**src/rtl/intr_controller_if.sv**
```systemverilog
// Pipeline-facing bundle of the interrupt controller: raw request lines, ID-stage
// status in, flush/redirect controls and handler status out.
interface intr_controller_if #(
  parameter int N_IRQ    = 3,
  parameter int PC_WIDTH = 32
);
  logic [N_IRQ-1:0]    irq_in;
  logic [N_IRQ-1:0]    irq_mask;
  logic                id_valid;
  logic                pipe_stall;
  logic [PC_WIDTH-1:0] id_pc;
  logic                eret;
  logic                flush;
  logic                redirect_en;
  logic [PC_WIDTH-1:0] redirect_pc;
  logic [PC_WIDTH-1:0] epc;
  logic                in_service;
  logic [1:0]          cur_irq;

  modport master (
    output irq_in, irq_mask, id_valid, pipe_stall, id_pc, eret,
    input  flush, redirect_en, redirect_pc, epc, in_service, cur_irq
  );

  modport slave (
    input  irq_in, irq_mask, id_valid, pipe_stall, id_pc, eret,
    output flush, redirect_en, redirect_pc, epc, in_service, cur_irq
  );
endinterface

```
**src/rtl/intr_controller.sv**
```systemverilog
// Single-level edge-triggered interrupt controller: synchronises request lines,
// waits for a safe ID-stage slot, then flushes and redirects to/from handlers.
module intr_controller #(
  parameter int                  N_IRQ      = 3,
  parameter int                  PC_WIDTH   = 32,
  parameter logic [PC_WIDTH-1:0] VEC_BASE   = 32'h0000_1000,
  parameter logic [PC_WIDTH-1:0] VEC_STRIDE = 32'h0000_0100
) (
  input  logic           clk,
  input  logic           rst_n,
  intr_controller_if.slave bus
);

  typedef enum logic [2:0] {
    ST_IDLE,
    ST_WAIT,
    ST_TAKE,
    ST_SERVICE,
    ST_RETURN
  } state_e;

  state_e              state_q, state_d;
  logic [N_IRQ-1:0]    sync1_q, sync1_d;
  logic [N_IRQ-1:0]    sync2_q, sync2_d;
  logic [N_IRQ-1:0]    prev_q, prev_d;
  logic [N_IRQ-1:0]    pending_q, pending_d;
  logic                flush_q, flush_d;
  logic                redirect_en_q, redirect_en_d;
  logic [PC_WIDTH-1:0] redirect_pc_q, redirect_pc_d;
  logic [PC_WIDTH-1:0] epc_q, epc_d;
  logic                in_service_q, in_service_d;
  logic [1:0]          cur_irq_q, cur_irq_d;

  logic [N_IRQ-1:0]    rise;
  logic [N_IRQ-1:0]    eligible;
  logic [N_IRQ-1:0]    clr;
  logic [1:0]          sel;
  logic                safe_slot;

  always_comb begin
    sync1_d = bus.irq_in;
    sync2_d = sync1_q;
    prev_d  = sync2_q;
    rise     = sync2_q & ~prev_q;
    eligible = pending_q & ~bus.irq_mask;
    safe_slot = bus.id_valid && !bus.pipe_stall;

    // Walk downwards so the lowest eligible index wins.
    sel = '0;
    for (int i = N_IRQ - 1; i >= 0; i--) begin
      if (eligible[i]) sel = 2'(i);
    end

    state_d       = state_q;
    clr           = '0;
    flush_d       = 1'b0;
    redirect_en_d = 1'b0;
    redirect_pc_d = redirect_pc_q;
    epc_d         = epc_q;
    in_service_d  = in_service_q;
    cur_irq_d     = cur_irq_q;

    // Flush/redirect are decided one state early so they are registered
    // and visible exactly while the FSM sits in TAKE or RETURN.
    unique case (state_q)
      ST_IDLE: begin
        if (|eligible) state_d = ST_WAIT;
      end
      ST_WAIT: begin
        if (eligible == '0) begin
          state_d = ST_IDLE;
        end else if (safe_slot) begin
          epc_d         = bus.id_pc;
          cur_irq_d     = sel;
          clr           = {{(N_IRQ-1){1'b0}}, 1'b1} << sel;
          flush_d       = 1'b1;
          redirect_en_d = 1'b1;
          redirect_pc_d = VEC_BASE + PC_WIDTH'(sel) * VEC_STRIDE;
          state_d       = ST_TAKE;
        end
      end
      ST_TAKE: begin
        in_service_d = 1'b1;
        state_d      = ST_SERVICE;
      end
      ST_SERVICE: begin
        if (bus.eret && safe_slot) begin
          flush_d       = 1'b1;
          redirect_en_d = 1'b1;
          redirect_pc_d = epc_q;
          state_d       = ST_RETURN;
        end
      end
      ST_RETURN: begin
        in_service_d = 1'b0;
        state_d      = ST_IDLE;
      end
      default: state_d = ST_IDLE;
    endcase

    // A new edge in the same cycle as the take keeps the bit pending.
    pending_d = (pending_q & ~clr) | rise;
  end

  always_ff @(posedge clk or negedge rst_n) begin
    if (!rst_n) begin
      state_q       <= ST_IDLE;
      sync1_q       <= '0;
      sync2_q       <= '0;
      prev_q        <= '0;
      pending_q     <= '0;
      flush_q       <= 1'b0;
      redirect_en_q <= 1'b0;
      redirect_pc_q <= '0;
      epc_q         <= '0;
      in_service_q  <= 1'b0;
      cur_irq_q     <= '0;
    end else begin
      state_q       <= state_d;
      sync1_q       <= sync1_d;
      sync2_q       <= sync2_d;
      prev_q        <= prev_d;
      pending_q     <= pending_d;
      flush_q       <= flush_d;
      redirect_en_q <= redirect_en_d;
      redirect_pc_q <= redirect_pc_d;
      epc_q         <= epc_d;
      in_service_q  <= in_service_d;
      cur_irq_q     <= cur_irq_d;
    end
  end

  assign bus.flush       = flush_q;
  assign bus.redirect_en = redirect_en_q;
  assign bus.redirect_pc = redirect_pc_q;
  assign bus.epc         = epc_q;
  assign bus.in_service  = in_service_q;
  assign bus.cur_irq     = cur_irq_q;

endmodule

```
**src/flat_wrapper.sv**
```systemverilog
// flat-port wrapper written by rule: the top's interface ports become plain ports
module intr_controller_flat 
#(
  parameter int                  N_IRQ      = 3,
  parameter int                  PC_WIDTH   = 32,
  parameter logic [PC_WIDTH-1:0] VEC_BASE   = 32'h0000_1000,
  parameter logic [PC_WIDTH-1:0] VEC_STRIDE = 32'h0000_0100
)
  (clk, rst_n, bus_irq_in, bus_irq_mask, bus_id_valid, bus_pipe_stall, bus_id_pc, bus_eret, bus_flush, bus_redirect_en, bus_redirect_pc, bus_epc, bus_in_service, bus_cur_irq);
  intr_controller_if #(.N_IRQ(N_IRQ), .PC_WIDTH(PC_WIDTH)) bus_i ();
  input  logic clk;
  input  logic rst_n;
  input wire logic [$bits(bus_i.irq_in)-1:0] bus_irq_in;
  input wire logic [$bits(bus_i.irq_mask)-1:0] bus_irq_mask;
  input wire logic [$bits(bus_i.id_valid)-1:0] bus_id_valid;
  input wire logic [$bits(bus_i.pipe_stall)-1:0] bus_pipe_stall;
  input wire logic [$bits(bus_i.id_pc)-1:0] bus_id_pc;
  input wire logic [$bits(bus_i.eret)-1:0] bus_eret;
  output wire logic [$bits(bus_i.flush)-1:0] bus_flush;
  output wire logic [$bits(bus_i.redirect_en)-1:0] bus_redirect_en;
  output wire logic [$bits(bus_i.redirect_pc)-1:0] bus_redirect_pc;
  output wire logic [$bits(bus_i.epc)-1:0] bus_epc;
  output wire logic [$bits(bus_i.in_service)-1:0] bus_in_service;
  output wire logic [$bits(bus_i.cur_irq)-1:0] bus_cur_irq;
  assign bus_i.irq_in = bus_irq_in;
  assign bus_i.irq_mask = bus_irq_mask;
  assign bus_i.id_valid = bus_id_valid;
  assign bus_i.pipe_stall = bus_pipe_stall;
  assign bus_i.id_pc = bus_id_pc;
  assign bus_i.eret = bus_eret;
  assign bus_flush = bus_i.flush;
  assign bus_redirect_en = bus_i.redirect_en;
  assign bus_redirect_pc = bus_i.redirect_pc;
  assign bus_epc = bus_i.epc;
  assign bus_in_service = bus_i.in_service;
  assign bus_cur_irq = bus_i.cur_irq;
  intr_controller #(.N_IRQ(N_IRQ), .PC_WIDTH(PC_WIDTH), .VEC_BASE(VEC_BASE), .VEC_STRIDE(VEC_STRIDE)) u_core (.clk(clk), .rst_n(rst_n), .bus(bus_i));
endmodule
```
**config.mk**
```make
export PLATFORM = sky130hd
export DESIGN_NAME = intr_controller_flat
export DESIGN_NICKNAME = d
export VERILOG_FILES = /design/src/rtl/intr_controller_if.sv /design/src/rtl/intr_controller.sv /design/src/flat_wrapper.sv
export SDC_FILE = /design/constraint.sdc
export NUM_CORES = 1
export LEC_CHECK = 0
export ABC_CLOCK_PERIOD_IN_PS = 2200
export CORE_MARGIN = 2
export CORE_UTILIZATION = 45
export CTS_CLUSTER_SIZE = 40
export DETAILED_ROUTE_END_ITERATION = 12
export PLACE_DENSITY = 0.79
export SLEW_MARGIN = 20
export SYNTH_ARGS = -nofsm -noshare
export SYNTH_HDL_FRONTEND = slang
export SYNTH_SLANG_ARGS = --single-unit
```
**constraint.sdc**
```tcl
create_clock -name clk -period 2.2 [get_ports clk]
set_input_delay 0.44 -clock clk [delete_from_list [all_inputs] [get_ports clk]]
set_output_delay 0.44 -clock clk [all_outputs]
set_load 0.02 [all_outputs]
```
**Word level (Yosys, flattened, before mapping)**

Cells that the tools add are included.
Widths: inputs -> output; s select.

- Flip-flop bits (word level): 83
- Bits of input ports: 43
- Output and inout port bits: 69
- Word-level logic and storage cells: 60

- Add/subtract/negate cells: 1
- Eq/ne operators: 9
- Shift-type cells: 1
- Multiplexer cells: 20
- Bitwise operators: 8
- Reduce and logical (&&, ||, !) cells: 11

Operators by type and width:

| cell | number |
|---|---|
| $mux 32 | 3 |
| $pmux 32 s2 | 1 |
| $mux 3 | 7 |
| $add 13x10->14 const A | 1 |
| $pmux 3 s4 | 1 |
| $and 3x3->3 | 3 |
| $not 3->3 | 3 |
| $eq 3x2->1 const B | 2 |
| $logic_not 3->1 | 2 |
| $mux 2 | 3 |
| $ne 2x1->1 const B | 3 |
| $reduce_and 3->1 | 2 |
| $pmux 1 s2 | 2 |
| $reduce_and 4->1 | 1 |
| $reduce_bool 2->1 | 2 |
| $eq 3x1->1 const B | 1 |
| $eq 3x3->1 const B | 1 |
| $mux 1 | 3 |
| $ne 3x1->1 const B | 1 |
| $or 3x3->3 | 1 |
| $reduce_or 3->1 | 1 |
| $shl 1x2->3 const A | 1 |
| $logic_and 1x1->1 | 2 |
| $ne 2x2->1 const B | 1 |
| other kinds (2) | 2 |

**Depth between registers and ports, before layout**

- Depth after elaboration: 12
- Mapped depth: 6
- Mapped depth without buffers: 4

**Worst setup path before layout**

No wires, ideal clock.

- Path kind: input to register
- Start point: input bus_pipe_stall
- End point: register u_core.epc_q[10] (netlist: u_core.bus.epc[10])
- Library setup time: 0.125 ns
- Arrival time: 1.716 ns
- Required time: 2.075 ns
- Slack: 0.359 ns
- Cell stages on the path: 4
- Path buffers: 1
- Cell sequence: nand4bb_1 > a311oi_4 > buf_6 > mux2_2

- Word-level cells in the longest chain between the ends: 3

Ends and longest elaborated chain:

| item | RTL line | source |
|---|---|---|
| from (decl) | flat_wrapper.sv:16 | `input wire logic [$bits(bus_i.pipe_stall)-1:0] bus_pipe_stall;` |
| $logic_not 1->1 | intr_controller.sv:46 | `safe_slot = bus.id_valid && !bus.pipe_stall;` |
| $logic_and 1x1->1 | intr_controller.sv:46 |  |
| $reduce_and 3->1 (no line) | n/a |  |
| to (signal assigned) | intr_controller.sv:127 | `epc_q <= epc_d;` |
| to (decl) | intr_controller.sv:30 | `logic [PC_WIDTH-1:0] epc_q, epc_d;` |

No other way between the ends.
A chain may end at the register's enable or synchronous reset.

**Worst setup path in the final report**

- Start point: input bus_pipe_stall
- End point: register u_core.epc_q[12] (netlist: u_core.bus.epc[12])

The elaborated chain is that of the path after synthesis.

==> results.md <==
- The flow ran to the end, and the final reports show no timing, DRC or antenna violations.
- The half-perimeter wire length of the detailed placement result is 5130 um.
- The measured slew at the worst slew-check pin is 556 ps.
- STA classifies the critical path endpoint as a flop.
- The final worst-path cycle share is 0.863.
- The clock tree from TritonCTS is yes.
- Buffers added to address setup during post-CTS repair amount to 0.
- After layout, the design draws a total of 6.63 mW.
- The worst endpoint data arrival time is 2130 ps.
- After clock tree synthesis, the flow added hold-fix buffers numbering 0.
- At the end of the flow, the number of nets in the layout was 430.
- The fill cell instance count of the final layout is 575.
- The most common cell after layout, fill and taps aside is sky130_fd_sc_hd__clkdlybuf4s50_1.
- The clock network latency to the later pin of the worst-skew pair is 350 ps.
- Leaving out fill and tap cells, the most frequent cells in the layout are 110 x sky130_fd_sc_hd__clkdlybuf4s50_1, 83 x sky130_fd_sc_hd__dfrtp_1, 38 x sky130_fd_sc_hd__inv_1.
- For this configuration, the core starts out at a cell density of 0.464.
- During synthesis, Yosys emitted a total of 0 warnings.
- The final weighted congestion in routability-driven placement is 0.768.
- The total overflow left after global routing is 0.
- The areal power density over the cells is 1360 nW/um2.
- The deepest level of the CTS H-tree is 3.
- Counting along the longest clock path gives a buffer depth of 2.
- The data required time at the worst endpoint is 2430 ps.
- The count of cells in the finished layout, fillers not included, comes to 491.
- The total placed cells including tap cells is 475.
- The largest clock skew in the final design is 5.93 ps.
- Clock-pin slew was measured on the worst setup and hold paths at 80 ps.
- The min-delay analysis places its worst path in the category primary input to asynchronous set/reset pin.
- The detailed router's first-iteration violation count is 102.
- In this run the worst path has a maximum fanout of 11.
- The pre-antenna-repair detailed-routing pass consisted of 3 iterations.
- Measured against its own limit, the worst slew margin works out to 0.629.
- For this run, the register share of the synthesized area comes to 0.621.
- The floorplan step defined a die boundary enclosing 8140 um2.
- The first-pass GRT wire length is 11800 um.
- The number of antenna-violating nets in the routed design is 0.
- The horizontal extent of the die is 90.2 um.
- The repair_antennas step left the layout with diodes totalling 0.
- The floorplan has 31 rows.
- Hold is met by 69.3 ps.
- In this run the tool buffered the top-level ports with 111 buffer cells.
- Pin placement for this block handled 112 I/O pins.
- The number of distinct library cells after synthesis is 25.
- The proportion of register bits with asynchronous set or reset after synthesis is 1.00.
- The area of the core is 7210 um2.
- The cell chosen for the clock root is sky130_fd_sc_hd__clkbuf_8.
- In this run, post-CTS repair resized a total of 0 instances.
- The average instance in the mapped netlist occupies 12.8 um2.
- The cell leakage power is 2.25 nW.
- The largest net degree at the start of global routing is 45.
- For this run, the top clock speed supported by timing is 0.527 GHz.
- Setup violations remaining at the end of the flow were counted as 0.
- After synthesis the cells add up to 3350 um2.
- The worst path needs 1900 ps of the cycle, external delays included.
- In the routed design, unresolved DRC markers number 0.
- Setup repair after global routing left no endpoint under its margin.
- The worst register-to-register path has a depth of 5.
- In the global route stage, overall resource usage came out at 0.183.
- Synthesis inferred 83 register bits.
- The synthesized instance count is 262.
- The synthesized design contains 0 enable-type register cells.
- The number of CTS-inserted buffers is 9.
- The number of maximum-capacitance violations is 0.
- The maximum ir drop on the vdd rail is 0.000666 V.
- The via count is 2297.
- The hold violation count in the final report is 0.
- Of the cells placed in the final design, the portion with a size suffix greater than 1 is 0.163.
- The worst setup path is launched from a primary input.
- The final max-slew violation count is 0.
- Measured along the y axis, the die boundary spans 90.2 um.
- The critical path is of the primary input to flop type.
- The most common flop cell mapped by yosys is sky130_fd_sc_hd__dfrtp_1.
- Dividing the detail-routed wire length by the instance count gives 14.4 um.
- The aggregate negative setup slack is 0 ps.
- The final layout contains routed wiring with a total length of 7080 um.
- The number of nets handed over by synthesis was 305.
- From synthesis to final layout, the design area changed by 45.4%.
- In the routed layout, each cell is associated on average with a via count of 4.68.
- The via count of the first global-routing pass came to 2397.
- The clock drives 83 sinks.
- The number of antenna violations at the first check in global routing is 0.
## cells in the mapped netlist, types with 2 or more instances
library cell	instances	area share
sky130_fd_sc_hd__dfrtp_1	83	0.62
sky130_fd_sc_hd__inv_1	38	0.043
sky130_fd_sc_hd__nand2_1	33	0.037
sky130_fd_sc_hd__mux2_2	31	0.10
sky130_fd_sc_hd__mux2i_1	29	0.087
sky130_fd_sc_hd__o21ai_0	8	0.012
sky130_fd_sc_hd__buf_6	6	0.020
sky130_fd_sc_hd__nand2b_1	6	0.011
sky130_fd_sc_hd__clkbuf_1	4	0.0045
sky130_fd_sc_hd__mux2_1	4	0.013
sky130_fd_sc_hd__a21oi_1	3	0.0045
sky130_fd_sc_hd__nor2_1	2	0.0022
sky130_fd_sc_hd__o22ai_1	2	0.0037
sky130_fd_sc_hd__o31ai_1	2	0.0045
## sequential cells by signal, indices dropped and copies added (netlist names)
register and count:
u_core.bus.cur_irq 2, u_core.bus.epc 32, u_core.bus.flush 1, u_core.bus.in_service 1, u_core.bus.redirect_pc 32, u_core.pending_q 3
u_core.prev_d 3, u_core.prev_q 3, u_core.state_q 3, u_core.sync1_q 3
## through the flow
stage	setup slack [ps]	cell area, um2	util
final	302	4870	0.674
after global routing	237	4870	0.674
after CTS	304	4870	0.674
after detailed placement	-59.9	4670	0.647
after global placement	-26.6	4670	0.647
after floorplan	359	3350	-
## worst paths after layout
kind                                    from                    endpoint  slack [ps]
max                           bus_pipe_stall          u_core.bus.epc[12]         300
min                                    rst_n  u_core.bus.redirect_pc[27]          70
max reg2reg                u_core.state_q[1]          u_core.bus.epc[12]         380
min reg2reg                u_core.sync1_q[0]            u_core.prev_d[0]         360
max in group asynchronous              rst_n           u_core.bus.epc[7]        1500
min in group clk           u_core.sync1_q[0]            u_core.prev_d[0]         360
## cell families after synthesis
logic type,synth area share
muxes,0.205
DFF,0.621
buffers and inverters,0.0711
AOI/OAI and AO/OA,0.0352
and+or+nand+nor,0.0684
## cell type report
cell class | count | area [um2] | area share
sequential | 83 | 2080 | 0.427
timing repair buffer | 126 | 1300 | 0.266
multi-input combinational | 129 | 1030 | 0.212
clock buffer | 12 | 145 | 0.0298
inverter | 38 | 143 | 0.0293
tap | 99 | 124 | 0.0255
clock inverter | 4 | 50.0 | 0.0103
## power breakdown
part	internal, mW	switching (mW)
Sequential	2.10	0.400
Clock	0.555	0.525
Combinational	1.57	1.48
Total	4.23	2.40
## routing by layer
layer | part of all wire | GRT usage
met5 | 0 | 0
met4 | 0.016 | 0.0731
met3 | 0.072 | 0.0612
met2 | 0.49 | 0.307
met1 | 0.42 | 0.217
## critical path, stage by stage
cell and delay (ps):
sky130_fd_sc_hd__clkdlybuf4s50_1 430, sky130_fd_sc_hd__nand4bb_1 280, sky130_fd_sc_hd__a311oi_4 340, sky130_fd_sc_hd__buf_12 170, sky130_fd_sc_hd__buf_12 130, sky130_fd_sc_hd__mux2_2 330
Note: power is estimated with default switching activity, not from simulation.
